File: src/rtl/alu_dispatch_pkg.sv
// Shared definitions for the ALU issue stage: opcode encodings understood by
// the downstream ALU and the dispatch FSM state encodings.
package alu_dispatch_pkg;

  typedef enum logic [3:0] {
    OP_NOP = 4'd0,
    OP_ADD = 4'd1,
    OP_SUB = 4'd2,
    OP_AND = 4'd3,
    OP_OR  = 4'd4
  } op_e;

  typedef enum logic [1:0] {
    ST_IDLE  = 2'd0,
    ST_ISSUE = 2'd1,
    ST_WAIT  = 2'd2
  } state_e;

endpackage

File: src/rtl/alu_dispatch_if.sv
// Bundle of every handshake/bus signal around alu_dispatch.
//   producer side : in_a, in_b, in_cmd, in_valid -> ; <- in_ready
//   ALU side      : alu_a, alu_b, alu_cmd -> ; <- alu_result, alu_valid, alu_ready
//   consumer side : out_result, out_cmd, out_valid -> ; <- out_ready
//   status        : fifo_count, timeout_err
// Modport slave is the dispatch block; master is whatever surrounds it.
interface alu_dispatch_if #(
  parameter int WIDTH = 32,
  parameter int DEPTH = 4,
  parameter int CMD_W = 4
);

  logic [WIDTH-1:0]         in_a;
  logic [WIDTH-1:0]         in_b;
  logic [CMD_W-1:0]         in_cmd;
  logic                     in_valid;
  logic                     in_ready;

  logic [WIDTH-1:0]         alu_a;
  logic [WIDTH-1:0]         alu_b;
  logic [CMD_W-1:0]         alu_cmd;
  logic [WIDTH-1:0]         alu_result;
  logic                     alu_valid;
  logic                     alu_ready;

  logic [WIDTH-1:0]         out_result;
  logic [CMD_W-1:0]         out_cmd;
  logic                     out_valid;
  logic                     out_ready;

  logic [$clog2(DEPTH):0]   fifo_count;
  logic                     timeout_err;

  modport slave (
    input  in_a, in_b, in_cmd, in_valid,
    output in_ready,
    output alu_a, alu_b, alu_cmd,
    input  alu_result, alu_valid, alu_ready,
    output out_result, out_cmd, out_valid,
    input  out_ready,
    output fifo_count, timeout_err
  );

  modport master (
    output in_a, in_b, in_cmd, in_valid,
    input  in_ready,
    input  alu_a, alu_b, alu_cmd,
    output alu_result, alu_valid, alu_ready,
    input  out_result, out_cmd, out_valid,
    output out_ready,
    input  fifo_count, timeout_err
  );

endinterface

File: src/rtl/alu_dispatch_req_fifo.sv
// Request FIFO for alu_dispatch: circular buffer with one extra pointer bit
// so full and empty are distinguishable. Head is read combinationally; a
// push becomes visible at the head one cycle later (no fall-through).
//   clk, reset   : clock, async active-low reset (clears pointers)
//   push/push_data : write one entry (caller guarantees !full)
//   pop          : discard head entry (caller guarantees !empty)
//   head         : current head entry
//   count/full/empty : occupancy status
module alu_dispatch_req_fifo #(
  parameter int DW    = 68,
  parameter int DEPTH = 4
) (
  input  logic                   clk,
  input  logic                   reset,
  input  logic                   push,
  input  logic [DW-1:0]          push_data,
  input  logic                   pop,
  output logic [DW-1:0]          head,
  output logic [$clog2(DEPTH):0] count,
  output logic                   full,
  output logic                   empty
);

  localparam int AW = $clog2(DEPTH);
  localparam logic [AW:0] PTR_ONE = 1;

  logic [DW-1:0] mem [DEPTH];
  logic [AW:0]   wr_ptr;
  logic [AW:0]   rd_ptr;

  always_ff @(posedge clk or negedge reset) begin
    if (!reset) begin
      wr_ptr <= '0;
      rd_ptr <= '0;
    end else begin
      if (push) wr_ptr <= wr_ptr + PTR_ONE;
      if (pop)  rd_ptr <= rd_ptr + PTR_ONE;
    end
  end

  // Storage needs no reset: entries are only read between push and pop.
  always_ff @(posedge clk) begin
    if (push) mem[wr_ptr[AW-1:0]] <= push_data;
  end

  assign head  = mem[rd_ptr[AW-1:0]];
  assign count = wr_ptr - rd_ptr;
  assign empty = (wr_ptr == rd_ptr);
  assign full  = (wr_ptr[AW] != rd_ptr[AW]) && (wr_ptr[AW-1:0] == rd_ptr[AW-1:0]);

endmodule

File: src/rtl/alu_dispatch.sv
// Issue stage in front of the ALU. Buffers requests, issues one at a time,
// captures each result into an output register drained by the consumer, and
// flags an ALU that never answers via a sticky timeout.
//   clk    : system clock
//   reset  : async active-low reset, clears all state immediately
//   bus    : alu_dispatch_if.slave (producer, ALU and consumer channels,
//            fifo_count and timeout_err status)
//
// state    | meaning
// ---------+--------------------------------------------------------------
// ST_IDLE  | waiting for a queued request, ALU ready and free output reg
// ST_ISSUE | command on alu_* for one cycle; head popped at end of cycle
// ST_WAIT  | waiting for alu_valid; watchdog running
module alu_dispatch
  import alu_dispatch_pkg::*;
#(
  parameter int WIDTH   = 32,
  parameter int DEPTH   = 4,
  parameter int CMD_W   = 4,
  parameter int TIMEOUT = 64
) (
  input  logic          clk,
  input  logic          reset,
  alu_dispatch_if.slave bus
);

  localparam int DW   = 2 * WIDTH + CMD_W;
  localparam int WD_W = (TIMEOUT > 2) ? $clog2(TIMEOUT) : 1;

  localparam logic [CMD_W-1:0] CMD_NOP = CMD_W'(OP_NOP);
  localparam logic [WD_W-1:0]  WD_LOAD = WD_W'(TIMEOUT - 1);
  localparam logic [WD_W-1:0]  WD_ONE  = 1;

  state_e state;
  state_e state_nxt;

  logic [DW-1:0]    fifo_head;
  logic [WIDTH-1:0] head_a;
  logic [WIDTH-1:0] head_b;
  logic [CMD_W-1:0] head_cmd;
  logic             fifo_full;
  logic             fifo_empty;
  logic             push;

  logic             out_free;
  logic             issue_ok;
  logic             load_issue;
  logic             pop;
  logic             capture;
  logic             wd_expire;

  logic [WD_W-1:0]  wd_cnt;
  logic [CMD_W-1:0] cmd_hold;

  logic [WIDTH-1:0] alu_a_q;
  logic [WIDTH-1:0] alu_b_q;
  logic [CMD_W-1:0] alu_cmd_q;
  logic [WIDTH-1:0] out_result_q;
  logic [CMD_W-1:0] out_cmd_q;
  logic             out_valid_q;
  logic             timeout_err_q;

  // NOP requests complete the handshake but never occupy a slot.
  assign push          = bus.in_valid && !fifo_full && (bus.in_cmd != CMD_NOP);
  assign bus.in_ready  = !fifo_full;

  alu_dispatch_req_fifo #(
    .DW    (DW),
    .DEPTH (DEPTH)
  ) u_req_fifo (
    .clk       (clk),
    .reset     (reset),
    .push      (push),
    .push_data ({bus.in_a, bus.in_b, bus.in_cmd}),
    .pop       (pop),
    .head      (fifo_head),
    .count     (bus.fifo_count),
    .full      (fifo_full),
    .empty     (fifo_empty)
  );

  assign {head_a, head_b, head_cmd} = fifo_head;

  // Output register counts as free if it is being drained this very cycle.
  assign out_free = !out_valid_q || bus.out_ready;
  assign issue_ok = !fifo_empty && bus.alu_ready && out_free;

  always_ff @(posedge clk or negedge reset) begin
    if (!reset) state <= ST_IDLE;
    else        state <= state_nxt;
  end

  always_comb begin
    state_nxt = state;
    unique case (state)
      ST_IDLE:  if (issue_ok) state_nxt = ST_ISSUE;
      ST_ISSUE: state_nxt = ST_WAIT;
      ST_WAIT:  if (bus.alu_valid || (wd_cnt == '0)) state_nxt = ST_IDLE;
      default:  state_nxt = ST_IDLE;
    endcase
  end

  always_comb begin
    load_issue = 1'b0;
    pop        = 1'b0;
    capture    = 1'b0;
    wd_expire  = 1'b0;
    unique case (state)
      ST_IDLE:  load_issue = issue_ok;
      ST_ISSUE: pop = 1'b1;
      ST_WAIT: begin
        capture   = bus.alu_valid;
        wd_expire = !bus.alu_valid && (wd_cnt == '0);
      end
      default: ;
    endcase
  end

  // ALU drive registers: loaded from the head on the way into ISSUE so the
  // command appears exactly during ISSUE; operands then hold through WAIT.
  always_ff @(posedge clk or negedge reset) begin
    if (!reset) begin
      alu_a_q   <= '0;
      alu_b_q   <= '0;
      alu_cmd_q <= CMD_NOP;
    end else if (load_issue) begin
      alu_a_q   <= head_a;
      alu_b_q   <= head_b;
      alu_cmd_q <= head_cmd;
    end else if (state == ST_ISSUE) begin
      alu_cmd_q <= CMD_NOP;
    end
  end

  // Watchdog counts down from TIMEOUT-1; expiry on the WAIT cycle it hits 0
  // gives TIMEOUT WAIT cycles in total.
  always_ff @(posedge clk or negedge reset) begin
    if (!reset) begin
      wd_cnt   <= '0;
      cmd_hold <= CMD_NOP;
    end else if (pop) begin
      wd_cnt   <= WD_LOAD;
      cmd_hold <= head_cmd;
    end else if ((state == ST_WAIT) && !bus.alu_valid && (wd_cnt != '0)) begin
      wd_cnt   <= wd_cnt - WD_ONE;
    end
  end

  // A capture in the same cycle as a drain keeps out_valid high.
  always_ff @(posedge clk or negedge reset) begin
    if (!reset) begin
      out_result_q <= '0;
      out_cmd_q    <= CMD_NOP;
      out_valid_q  <= 1'b0;
    end else if (capture) begin
      out_result_q <= bus.alu_result;
      out_cmd_q    <= cmd_hold;
      out_valid_q  <= 1'b1;
    end else if (bus.out_ready) begin
      out_valid_q  <= 1'b0;
    end
  end

  always_ff @(posedge clk or negedge reset) begin
    if (!reset)         timeout_err_q <= 1'b0;
    else if (wd_expire) timeout_err_q <= 1'b1;
  end

  assign bus.alu_a       = alu_a_q;
  assign bus.alu_b       = alu_b_q;
  assign bus.alu_cmd     = alu_cmd_q;
  assign bus.out_result  = out_result_q;
  assign bus.out_cmd     = out_cmd_q;
  assign bus.out_valid   = out_valid_q;
  assign bus.timeout_err = timeout_err_q;

endmodule

File: src/flat_wrapper.sv
// flat-port wrapper written by rule: the top's interface ports become plain ports
module alu_dispatch_flat import alu_dispatch_pkg::*;
#(
  parameter int WIDTH   = 32,
  parameter int DEPTH   = 4,
  parameter int CMD_W   = 4,
  parameter int TIMEOUT = 64
)
  (clk, reset, bus_in_a, bus_in_b, bus_in_cmd, bus_in_valid, bus_in_ready, bus_alu_a, bus_alu_b, bus_alu_cmd, bus_alu_result, bus_alu_valid, bus_alu_ready, bus_out_result, bus_out_cmd, bus_out_valid, bus_out_ready, bus_fifo_count, bus_timeout_err);
  alu_dispatch_if #(.WIDTH(WIDTH), .DEPTH(DEPTH), .CMD_W(CMD_W)) bus_i ();
  input  logic clk;
  input  logic reset;
  input wire logic [$bits(bus_i.in_a)-1:0] bus_in_a;
  input wire logic [$bits(bus_i.in_b)-1:0] bus_in_b;
  input wire logic [$bits(bus_i.in_cmd)-1:0] bus_in_cmd;
  input wire logic [$bits(bus_i.in_valid)-1:0] bus_in_valid;
  output wire logic [$bits(bus_i.in_ready)-1:0] bus_in_ready;
  output wire logic [$bits(bus_i.alu_a)-1:0] bus_alu_a;
  output wire logic [$bits(bus_i.alu_b)-1:0] bus_alu_b;
  output wire logic [$bits(bus_i.alu_cmd)-1:0] bus_alu_cmd;
  input wire logic [$bits(bus_i.alu_result)-1:0] bus_alu_result;
  input wire logic [$bits(bus_i.alu_valid)-1:0] bus_alu_valid;
  input wire logic [$bits(bus_i.alu_ready)-1:0] bus_alu_ready;
  output wire logic [$bits(bus_i.out_result)-1:0] bus_out_result;
  output wire logic [$bits(bus_i.out_cmd)-1:0] bus_out_cmd;
  output wire logic [$bits(bus_i.out_valid)-1:0] bus_out_valid;
  input wire logic [$bits(bus_i.out_ready)-1:0] bus_out_ready;
  output wire logic [$bits(bus_i.fifo_count)-1:0] bus_fifo_count;
  output wire logic [$bits(bus_i.timeout_err)-1:0] bus_timeout_err;
  assign bus_i.in_a = bus_in_a;
  assign bus_i.in_b = bus_in_b;
  assign bus_i.in_cmd = bus_in_cmd;
  assign bus_i.in_valid = bus_in_valid;
  assign bus_in_ready = bus_i.in_ready;
  assign bus_alu_a = bus_i.alu_a;
  assign bus_alu_b = bus_i.alu_b;
  assign bus_alu_cmd = bus_i.alu_cmd;
  assign bus_i.alu_result = bus_alu_result;
  assign bus_i.alu_valid = bus_alu_valid;
  assign bus_i.alu_ready = bus_alu_ready;
  assign bus_out_result = bus_i.out_result;
  assign bus_out_cmd = bus_i.out_cmd;
  assign bus_out_valid = bus_i.out_valid;
  assign bus_i.out_ready = bus_out_ready;
  assign bus_fifo_count = bus_i.fifo_count;
  assign bus_timeout_err = bus_i.timeout_err;
  alu_dispatch #(.WIDTH(WIDTH), .DEPTH(DEPTH), .CMD_W(CMD_W), .TIMEOUT(TIMEOUT)) u_core (.clk(clk), .reset(reset), .bus(bus_i));
endmodule
File: config.mk
export PLATFORM = sky130hd
export DESIGN_NAME = alu_dispatch_flat
export DESIGN_NICKNAME = d
export VERILOG_FILES = /design/src/rtl/alu_dispatch_pkg.sv /design/src/rtl/alu_dispatch_if.sv /design/src/rtl/alu_dispatch_req_fifo.sv /design/src/rtl/alu_dispatch.sv /design/src/flat_wrapper.sv
export SDC_FILE = /design/constraint.sdc
export NUM_CORES = 1
export LEC_CHECK = 0
export ABC_CLOCK_PERIOD_IN_PS = 4800
export BUFFER_PORTS_ARGS = -buffer_cell sky130_fd_sc_hd__buf_2
export CAP_MARGIN = 20
export CELL_PAD_IN_SITES_DETAIL_PLACEMENT = 1
export CELL_PAD_IN_SITES_GLOBAL_PLACEMENT = 1
export CORE_MARGIN = 10
export CORE_UTILIZATION = 49
export DETAILED_ROUTE_END_ITERATION = 6
export GPL_ROUTABILITY_DRIVEN = 1
export PLACE_DENSITY = 0.79
export SYNTH_ARGS = -nofsm -noshare
export SYNTH_HDL_FRONTEND = slang
export SYNTH_HIERARCHICAL = 1
export SYNTH_SLANG_ARGS = --single-unit
File: constraint.sdc
create_clock -name clk -period 4.8 [get_ports clk]
set_input_delay 0.48 -clock clk [delete_from_list [all_inputs] [get_ports clk]]
set_output_delay 0.48 -clock clk [all_outputs]
set_load 0.05 [all_outputs]
=== After elaboration in Yosys (flattened, before gate mapping) ===
Memories as Yosys holds them, arrays and structs flattened.
Index checks and enable logic that the tools add are counted.

* Reduce and logical (&&, ||, !) cells: 22
* Equality and inequality tests: 7
* $add $sub $neg: 4
* Multiplexer cells: 15

{| class="wikitable"
|+ Operators by type and width
! kind !! count
|-
| $mux 6 || 2
|-
| $logic_and 1x1->1 || 8
|-
| $mux 1 || 8
|-
| $mux 4 || 2
|-
| $add 3x1->3 const B || 2
|-
| $logic_not 6->1 || 1
|-
| $pmux 2 s3 || 1
|-
| $reduce_bool 2->1 || 3
|-
| $reduce_bool 6->1 || 1
|-
| $sub 6x1->6 const B || 1
|-
| $logic_not 1->1 || 4
|-
| $mux 2 || 2
|-
| $ne 2x1->1 const B || 2
|-
| $reduce_bool 4->1 || 1
|-
| $eq 3x3->1 || 1
|-
| $sub 3x3->3 || 1
|-
| $eq 2x1->1 const B || 1
|-
| $eq 2x2->1 || 1
|-
| $eq 2x2->1 const B || 1
|-
| $logic_not 2->1 || 1
|-
| $logic_or 1x1->1 || 2
|-
| $reduce_and 2->1 || 1
|-
| $ne 1x1->1 || 1
|}

* Input port bits: 106
* Word-level logic and storage cells: 61
* RAM bits: 272
* Output and inout port bits: 110
* Bits in registers: 124
* Memories: 1

{| class="wikitable"
|+ Memory list
! name !! words !! width !! read ports !! clocked after memory_dff !! wr ports !! line !! RTL
|-
| u_core.u_req_fifo.mem || 4 || 68 || 1 || 0 || 1 || alu_dispatch_req_fifo.sv:27 || <nowiki>logic [DW-1:0] mem [DEPTH];</nowiki>
|}

=== Logic depth before layout (Yosys ltp) ===
Gate-level depths: netlist (run 1).

* Depth in word-level cells: 7
* Mapped depth: 12
* Gate-level depth less buffers: 8

=== Modules after synthesis ===
The synthesis (run 1) kept the hierarchy.

{| class="wikitable"
|+ By module, submodules not included
! module !! seq. area each (um2) !! cells an instance !! area each (um2) !! instances
|-
| alu_dispatch_req_fifo || 8,318.0 || 393 || 10,208.5 || 1
|-
| alu_dispatch || 2,952.8 || 302 || 4,611.9 || 1
|}

=== Least setup slack after synthesis (run 1) ===
Ideal clock, no wire load.

* Path kind: reg2reg
* Start point: register u_core.u_req_fifo.rd_ptr[1]
* End point: memory u_core.u_req_fifo.mem[3][0] (enable)
* Buffers on the path: 3
* Clock period less this slack: 4.097 ns
* Setup time: 0.435 ns
* Stages on the path, launching flop included: 11
* Required time: 4.365 ns
* Path slack: 0.703 ns
* Arrival time: 3.662 ns
* Cell sequence: dfrtp_1 -> buf_2 -> buf_2 -> buf_2 -> inv_1 -> ha_1 -> nand2_1 -> nor2b_1 -> inv_1 -> and3_1 -> and2_1

* Word-level cells in the longest chain between the ends: 7

{| class="wikitable"
|+ Ends and longest elaborated chain
! element !! line !! RTL
|-
| from (decl) || alu_dispatch_req_fifo.sv:29 || <nowiki>logic [AW:0] rd_ptr;</nowiki>
|-
| from (signal assigned) || alu_dispatch_req_fifo.sv:37 || <nowiki>if (pop) rd_ptr <= rd_ptr + PTR_ONE;</nowiki>
|-
| $eq 2x2->1 || alu_dispatch_req_fifo.sv:49 || <nowiki>assign full = (wr_ptr[AW] != rd_ptr[AW]) && (wr_ptr[AW-1:0] == rd_ptr[AW-1:0]);</nowiki>
|-
| $logic_and 1x1->1 || alu_dispatch_req_fifo.sv:49 ||
|-
| net u_core.fifo_full || alu_dispatch.sv:41 || <nowiki>logic fifo_full;</nowiki>
|-
| $logic_not 1->1 || n/a ||
|-
| net bus_in_ready || flat_wrapper.sv:17 || <nowiki>output wire logic [$bits(bus_i.in_ready)-1:0] bus_in_ready;</nowiki>
|-
| $logic_and 1x1->1 (2 in series) || alu_dispatch.sv:64 || <nowiki>assign push = bus.in_valid && !fifo_full && (bus.in_cmd != CMD_NOP);</nowiki>
|-
| net u_core.push || alu_dispatch.sv:43 || <nowiki>logic push;</nowiki>
|-
| $mux 1 || alu_dispatch_req_fifo.sv:43 || <nowiki>if (push) mem[wr_ptr[AW-1:0]] <= push_data;</nowiki>
|-
| $mux 1 (implied by the code) || alu_dispatch_req_fifo.sv:43 ||
|-
| to (decl) || alu_dispatch_req_fifo.sv:27 ||
|}

The timed path passes the listed nets, and every way through them passes these cells.

=== Final worst setup path (run 1) ===
* Start point: register u_core.u_req_fifo.rd_ptr[0]
* End point: register u_core.alu_b_q[1], in the netlist u_core/bus.alu_b[1]

* Word-level cells in the longest chain between the ends: 5

{| class="wikitable"
|+ Ends and longest elaborated chain
! element !! line !! RTL
|-
| $eq 3x3->1 || alu_dispatch_req_fifo.sv:48 || <nowiki>assign empty = (wr_ptr == rd_ptr);</nowiki>
|-
| net u_core.fifo_empty || alu_dispatch.sv:42 || <nowiki>logic fifo_empty;</nowiki>
|-
| $logic_not 1->1 || alu_dispatch.sv:86 || <nowiki>assign issue_ok = !fifo_empty && bus.alu_ready && out_free;</nowiki>
|-
| $logic_and 1x1->1 (2 in series) || alu_dispatch.sv:86 ||
|-
| $mux 1 || alu_dispatch.sv:108 || <nowiki>unique case (state)</nowiki>
|-
| to (signal assigned) || alu_dispatch.sv:124 || <nowiki>alu_b_q <= '0;</nowiki>
|-
| to (signal assigned) || alu_dispatch.sv:128 || <nowiki>alu_b_q <= head_b;</nowiki>
|-
| to (decl) || alu_dispatch.sv:56 || <nowiki>logic [WIDTH-1:0] alu_b_q;</nowiki>
|}

The timed path passes the listed nets, and every way through them passes these cells.
A chain may end at the register's enable or synchronous reset.

==> results.md, run 1 <==
* Share of the synthesized area in the top cell type at 0.551
* RSZ-0062 raised after global routing: no
* Global-route wire length before repair at 50100 um
* GP Congestion at 0.747
* Worst setup path end: u_core/bus.alu_b[1]$_DFFE_PN0P_
* Warnings from Yosys at 6
* Syn_nets at 811
* Die X at 194 um
* Final Max Tran Viols at 0
* Clock Path Buffers at 3
* Hold buffer count at cts at 0
* Most common cell after layout, fill and taps aside: edfxtp_1
* Pin count of the biggest net entering global routing at 92
* Final ANT Viol Nets at 0
* Syn Inst Count at 695
* Pwr Total at 13.1 mW
* Post-route worst setup slack at 1.54 ns
* Placed Instances at 1273
* Final nets at 1046
* Remaining global-route overflow at 0
* Dpl ws at 1.47 ns
* Layout Skew at 0.0147 ns
* HPWL after DPL at 20600 um
* Antenna violations before repair at 4
* CP required at 5.20 ns
* Clock-pin slew on the worst setup and hold paths at 0.06 ns
* Worst vdd ir at 0.000540 V
* Number of global-route vias before repair at 8125
* TritonCTS Sinks at 396
* Cell Rows at 63
* Share of cells above drive strength 1 at 0.414
* Vias at 7335
* H-tree Lvls at 2
* Starting DRT DRC Count at 386
* Final hold violations at 0
* Sequential fraction of the synthesis area at 0.760
* Synth area leader: edfxtp_1
* WHS at 0.0596 ns
* Initial Util at 0.499
* # IOs at 216
* First-pass iteration count of the detailed router at 4
* Latest clock arrival within the worst-skew pair at 0.53 ns
* Ys async rst share at 0.313
* # fillers at 2637
* Final non-filler cell total at 1354
* Least-Margin Pin Slew at 1.09 ns
* Slew headroom at 0.270
* Vias/cell at 5.42
* Library cells used by synthesis at 43
* CP arrival at 3.65 ns
* Wire per inst at 24.1 um
* Final wirelength at 32600 um
* DRC at 0
* Period utilization at 0.678
* Reg2reg end: u_core/bus.alu_b[1]$_DFFE_PN0P_
* PwrDens at 746 nW/um^2
* Synthesis-stage register bit count at 396
* # port buffers at 215
* Ys flop type: edfxtp_1
* Outcome: finished clean
* R2R setup slack at 1.54 ns
* Cell Area, Synth at 14800 um^2
* Global-route usage over all layers at 0.170
* FF-to-FF Start: u_core/u_req_fifo/rd_ptr[0]$_DFFE_PN0P_
* Crit path from: u_core/u_req_fifo/rd_ptr[0]$_DFFE_PN0P_
* Ranking of synthesized cells by area: edfxtp_1 55%, dfrtp_1 21%, mux4_2 10%
* DIE HEIGHT at 194 um
* Setup violators final at 0
* Most frequent cells in the layout: 272 x edfxtp_1, 214 x buf_2, 122 x dfrtp_1, 68 x mux4_2, 62 x mux2_1
* Endpoint type of the worst setup path: flip-flop
* Fmax at 307 MHz
* Number of flops mapped to enable cells by yosys at 272
* CP Max Fanout at 38
* CTS tree: yes
* Post-CTS Resized at 0
* Avg Inst Size Synth at 21.3 um^2
* Worst Reg-to-Reg Cells at 7
* CORE AREA at 29700 um^2
* Max cap viols at 0
* Setup TNS at 0 ns
* Critical Path Start Type: flip-flop
* TritonCTS Buffers at 42
* Synth-to-layout area growth at 18.8%
* Crit Path Class: flip-flop to flip-flop
* Final Critical Period at 3.26 ns
* Worst hold path class: primary input to asynchronous set/reset pin
* Clock root cell: clkbuf_16
* Setup Fix Bufs, Post-CTS at 0
* Die ar. at 37600 um^2
* Leakage at 6.70 nW
-- routing by layer --
metal  GRT usage  up-vias  share of wire
met3      0.0465       57          0.067
met5           0        -         0.0012
li1            -     3221              -
met4      0.0417        6          0.017
met2       0.285      244           0.50
met1       0.216     3807           0.41
-- logic make-up (layout without fill, tap and decap cells) --
family	count (synthesis)	count (layout)	synth area share
AO/OA/AOI/OAI	24	24	0.0102
XOR/XNOR	6	6	0.00355
adder cells (fa/ha/maj)	10	10	0.00895
buffers and inverters	49	317	0.0203
flip-flops	396	396	0.760
multiplexers	168	168	0.180
other	0	1	0
AND/OR/NAND/NOR	42	42	0.0170
-- synthesized netlist by cell type (2+ instances only) --
library cell,instances
and2_1,4
nand2_1,13
nor2b_1,2
mux4_2,68
buf_4,4
inv_1,17
edfxtp_1,272
nand2b_1,2
mux2_2,37
clkbuf_1,5
mux2_1,62
xor2_1,4
a211o_1,2
dfrtp_1,124
nor3_1,2
xnor2_1,2
nor4_1,2
and3_1,2
o22ai_1,2
buf_6,7
o21ai_0,11
a21oi_1,3
ha_1,9
buf_12,2
nand3_1,6
buf_2,13
nor4b_1,2
-- worst min-delay path by stage --
stage	depth (start not counted)	start	end
2_1_floorplan	0	reset	u_core/bus.alu_a[0]$_DFFE_PN0P_
3_3_place_gp	1	u_core/bus.timeout_err$_DFFE_PN0P_	u_core/bus.timeout_err$_DFFE_PN0P_
3_5_place_dp	1	u_core/bus.timeout_err$_DFFE_PN0P_	u_core/bus.timeout_err$_DFFE_PN0P_
4_1_cts	1	reset	u_core/bus.out_result[27]$_DFFE_PN0P_
5_1_grt	1	reset	u_core/bus.out_result[27]$_DFFE_PN0P_
6_report	1	reset	u_core/bus.alu_a[22]$_DFFE_PN0P_
-- critical path, stage by stage, from the launching register on --
cell and delay [ns]:
dfrtp_4 0.83, ha_1 0.37, nand2_1 0.09, nor2_1 0.05, nor2_2 0.13, nand4_4 0.61
buf_4 0.57, mux2_1 0.40
-- flip-flops by register name, indices dropped and copies added (netlist names) --
signal	flops
u_core/cmd_hold	4
u_core/bus.alu_b	32
u_core/wd_cnt	6
u_core/bus.out_valid	1
u_core/u_req_fifo/wr_ptr	3
u_core/bus.out_result	32
u_core/u_req_fifo/mem	272
u_core/bus.timeout_err	1
u_core/bus.alu_a	32
u_core/state	2
u_core/bus.alu_cmd	4
u_core/u_req_fifo/rd_ptr	3
u_core/bus.out_cmd	4
-- through the flow --
| stage | area [um^2] | util |
|---|---|---|
| 3_5_place_dp | 16200 | 0.545 |
| 6_report | 17600 | 0.592 |
| 2_1_floorplan | 14800 | - |
| 4_1_cts | 17500 | 0.590 |
| 5_1_grt | 17600 | 0.592 |
| 3_3_place_gp | 16200 | 0.545 |
-- area by class of cell --
class | instances | area [um^2] | share of cell area
Clock buffer | 61 | 1200 | 0.0684
Tap cell | 390 | 488 | 0.0277
Antenna cell | 1 | 2.50 | 0.000142
Multi-Input combinational cell | 250 | 3260 | 0.185
Timing Repair Buffer | 222 | 1190 | 0.0679
Clock inverter | 16 | 110 | 0.00625
Inverter | 18 | 67.6 | 0.00384
Sequential cell | 396 | 11300 | 0.641
-- report_power, final --
part           leakage, nW  switching (mW)  total [mW]  internal, mW
clock network        0.648            1.26        3.06          1.80
registers             3.95           0.514        5.26          4.74
logic                 2.11            3.26        4.82          1.56
No activity file was read; power rests on OpenSTA's default activity.
==> run 2, diff against run 1 <==
ABC_AREA = 1   (was not set)
ABC_CLOCK_PERIOD_IN_PS = 3100   (was 4800)
CORE_UTILIZATION = 45   (was 49)
PLACE_DENSITY = 0.8   (was 0.79)
clock period = 3.1 ns   (was 4.8 ns; I/O delays follow)
==> run 2 against run 1 <==
Net effect:
- sequential power is 51% higher
- count of clock-buffer cells in the layout is 6 lower
- sequential share of layout area is 8.1 points lower
- non-clock buffer count is 101 higher
- clock skew is 0.0084 ns higher
- synthesized cell count is 140% higher
- flip-flop and latch count stayed put
- die area is 19% higher
- total power is 66% higher
- combinational power is 91% higher
- critical path type is now flip-flop to output port
==> results.md, run 2 <==
* Outcome: finished clean
* Final Critical Period at 2.89 ns
* R2R setup slack at 0.23 ns
* Clock-pin slew on the worst setup and hold paths at 0.06 ns
* Ys async rst share at 0.313
* Final hold violations at 0
* First-pass iteration count of the detailed router at 5
* Setup violators final at 0
* Die ar. at 44600 um^2
* Global-route wire length before repair at 76700 um
* Final wirelength at 49100 um
* CORE AREA at 35800 um^2
* Placed Instances at 2275
* Dpl cell area at 18000 um^2
* Crit Path Class: flip-flop to output port
* Warnings from Yosys at 6
* FF-to-FF Start: u_core/u_req_fifo/wr_ptr[0]$_DFFE_PN0P_
* HPWL after DPL at 29100 um
* Critical Path Slowest Stage Cell: buf_4
* DIE HEIGHT at 211 um
* Max cap viols at 0
* CTS tree: yes
* CP max stage delay at 0.72 ns
* Worst setup path end: bus_fifo_count[2]
* Antenna violations before repair at 5
* Synth-to-layout area growth at 22.4%
* Synthesis-stage register bit count at 396
* Design area at 20100 um^2
* Pwr Total at 21.9 mW
* Fmax at 346 MHz
* H-tree Lvls at 2
* Final ANT Viol Nets at 0
* Remaining global-route overflow at 0
* Ys flop type: edfxtp_1
* Count leader, synth: nand2_1
* Synth area leader: edfxtp_1
* Sequential fraction of the synthesis area at 0.685
* Final nets at 2061
* Commonest cells in the netlist: 649 x nand2_1, 297 x inv_1, 272 x edfxtp_1, 189 x nand3_1, 124 x dfrtp_1
* Worst Reg-to-Reg Cells at 10
* Ranking of synthesized cells by area: edfxtp_1 50%, dfrtp_1 19%, nand2_1 15%
* TritonCTS Buffers at 42
* Latest clock arrival within the worst-skew pair at 0.56 ns
* Number of global-route vias before repair at 13700
* Worst hold path class: primary input to flip-flop
* PwrDens at 1090 nW/um^2
* Avg Inst Size Synth at 9.98 um^2
* Syn Inst Count at 1649
* Crit path cell chain: inv_2 > buf_4 > fa_1 > nand3_1 > nand2_1 > buf_2
* # IOs at 216
* Crit path depth at 6
* Reg2reg end: u_core/u_req_fifo/mem[3][10]$_DFFE_PP_
* Vias/cell at 5.01
* # port buffers at 215
* Largest register FFs at 272
* Clock root cell: clkbuf_16
* Slew headroom at 0.241
* TritonCTS Sinks at 396
* RSZ-0062 raised after global routing: no
* Layout Skew at 0.0231 ns
* CP required at 2.79 ns
* Least-Margin Pin Slew at 1.14 ns
* Buf/Inv on CP at 3
* Clock Path Buffers at 3
* Share of cells above drive strength 1 at 0.156
* Critical Path Start Type: flip-flop
* Share of the synthesized area in the top cell type at 0.497
* Most common cell after layout, fill and taps aside: nand2_1
* Syn_nets at 1765
* Wire per inst at 20.1 um
* GP Congestion at 0.777
* Vias at 12200
* Starting DRT DRC Count at 863
* Library cells used by synthesis at 26
* Leakage at 9.89 nW
* DRC at 0
* Die X at 211 um
* CP Max Fanout at 70
* Initial Util at 0.459
* Number of flops mapped to enable cells by yosys at 272
* Setup TNS at 0 ns
* Pin count of the biggest net entering global routing at 92
* CP delay by family, top: buffers and inverters
* Crit path from: u_core/u_req_fifo/rd_ptr[1]$_DFFE_PN0P_
* CP arrival at 2.58 ns
* Final Max Tran Viols at 0
* Final non-filler cell total at 2439
* Endpoint type of the worst setup path: output port
* Final core utilization at 0.562
* Period utilization at 0.931
* # fillers at 3933
* Worst vdd ir at 0.000842 V
* Most frequent cells in the layout: 648 x nand2_1, 292 x inv_1, 272 x edfxtp_1, 214 x buf_2, 189 x nand3_1
* Cell Area, Synth at 16500 um^2
* Cell Rows at 69
* Global-route usage over all layers at 0.220
[run 2: worst min path at each step]
| stage | start | slack (ns) | end | cells after the start |
|---|---|---|---|---|
| 2_1_floorplan | reset | 0.01 | u_core/bus.alu_a[0]$_DFFE_PN0P_ | 0 |
| 3_3_place_gp | reset | 0.44 | u_core/bus.out_result[25]$_DFFE_PN0P_ | 1 |
| 3_5_place_dp | reset | 0.45 | u_core/bus.out_result[2]$_DFFE_PN0P_ | 1 |
| 4_1_cts | bus_in_b[23] | 0.001 | u_core/u_req_fifo/mem[2][27]$_DFFE_PP_ | 1 |
| 5_1_grt | bus_in_b[23] | 0.008 | u_core/u_req_fifo/mem[2][27]$_DFFE_PP_ | 1 |
| 6_report | bus_alu_result[13] | 0.02 | u_core/bus.out_result[13]$_DFFE_PN0P_ | 3 |
[run 2: area by class of cell]
| cell class | count | area, um^2 | share of cell area |
|---|---|---|---|
| diodes | 3 | 7.51 | 0.000373 |
| clock buffers | 55 | 1130 | 0.0562 |
| clock inverters | 19 | 115 | 0.00572 |
| inverters | 300 | 1140 | 0.0568 |
| multi-input cells | 882 | 3720 | 0.185 |
| flip-flops and latches | 396 | 11300 | 0.560 |
| well taps | 461 | 577 | 0.0286 |
| repair buffers | 323 | 2160 | 0.108 |
[run 2: timing repair]
item | CTS | global route
endpoints found under the hold margin | 362 | 0
buffers inserted | 0 | 0
hold buffers | 87 | 0
gates resized for setup | 0 | 1
endpoints found under the setup margin | 0 | 68
[run 2: worst min-delay path: stages]
cell and delay (ns):
buf_2 0.09, nand3_1 0.07, nand2_1 0.06
[run 2: layer usage]
| metal | global-route usage | up-vias | routed length, um |
|---|---|---|---|
| li1 | - | 5714 | - |
| met1 | 0.261 | 6116 | 20300 |
| met2 | 0.397 | 307 | 25600 |
| met3 | 0.0402 | 78 | 2210 |
| met4 | 0.0654 | 4 | 933 |
| met5 | 0 | - | 27 |
[run 2: report_power, final]
part / switching, mW / total (mW) / leakage (nW) / internal (mW)
Clock: 2.04 / 4.68 / 0.619 / 2.65
Combinational: 7.10 / 9.22 / 5.25 / 2.12
Sequential: 0.656 / 7.95 / 4.02 / 7.30
Total: 9.80 / 21.9 / 9.89 / 12.1
[run 2: logic make-up (layout without fill, tap and decap cells)]
group | Yosys count | after routing | share of synthesized area
AO/OA/AOI/OAI | 14 | 14 | 0.00464
XOR/XNOR | 3 | 3 | 0.00160
adder cells (fa/ha/maj) | 10 | 10 | 0.00806
buffers and inverters | 371 | 697 | 0.0893
flip-flops | 396 | 396 | 0.685
other | 0 | 3 | 0
AND/OR/NAND/NOR | 855 | 855 | 0.211
[run 2: per-stage QoR]
step	hold WS (ns)	setup slack (ns)
after floorplan	0.0144	0.0204
after global placement	0.435	0.200
after detailed placement	0.449	0.136
after CTS	0.00146	0.0428
after global routing	0.00807	0.0152
final	0.0204	0.214
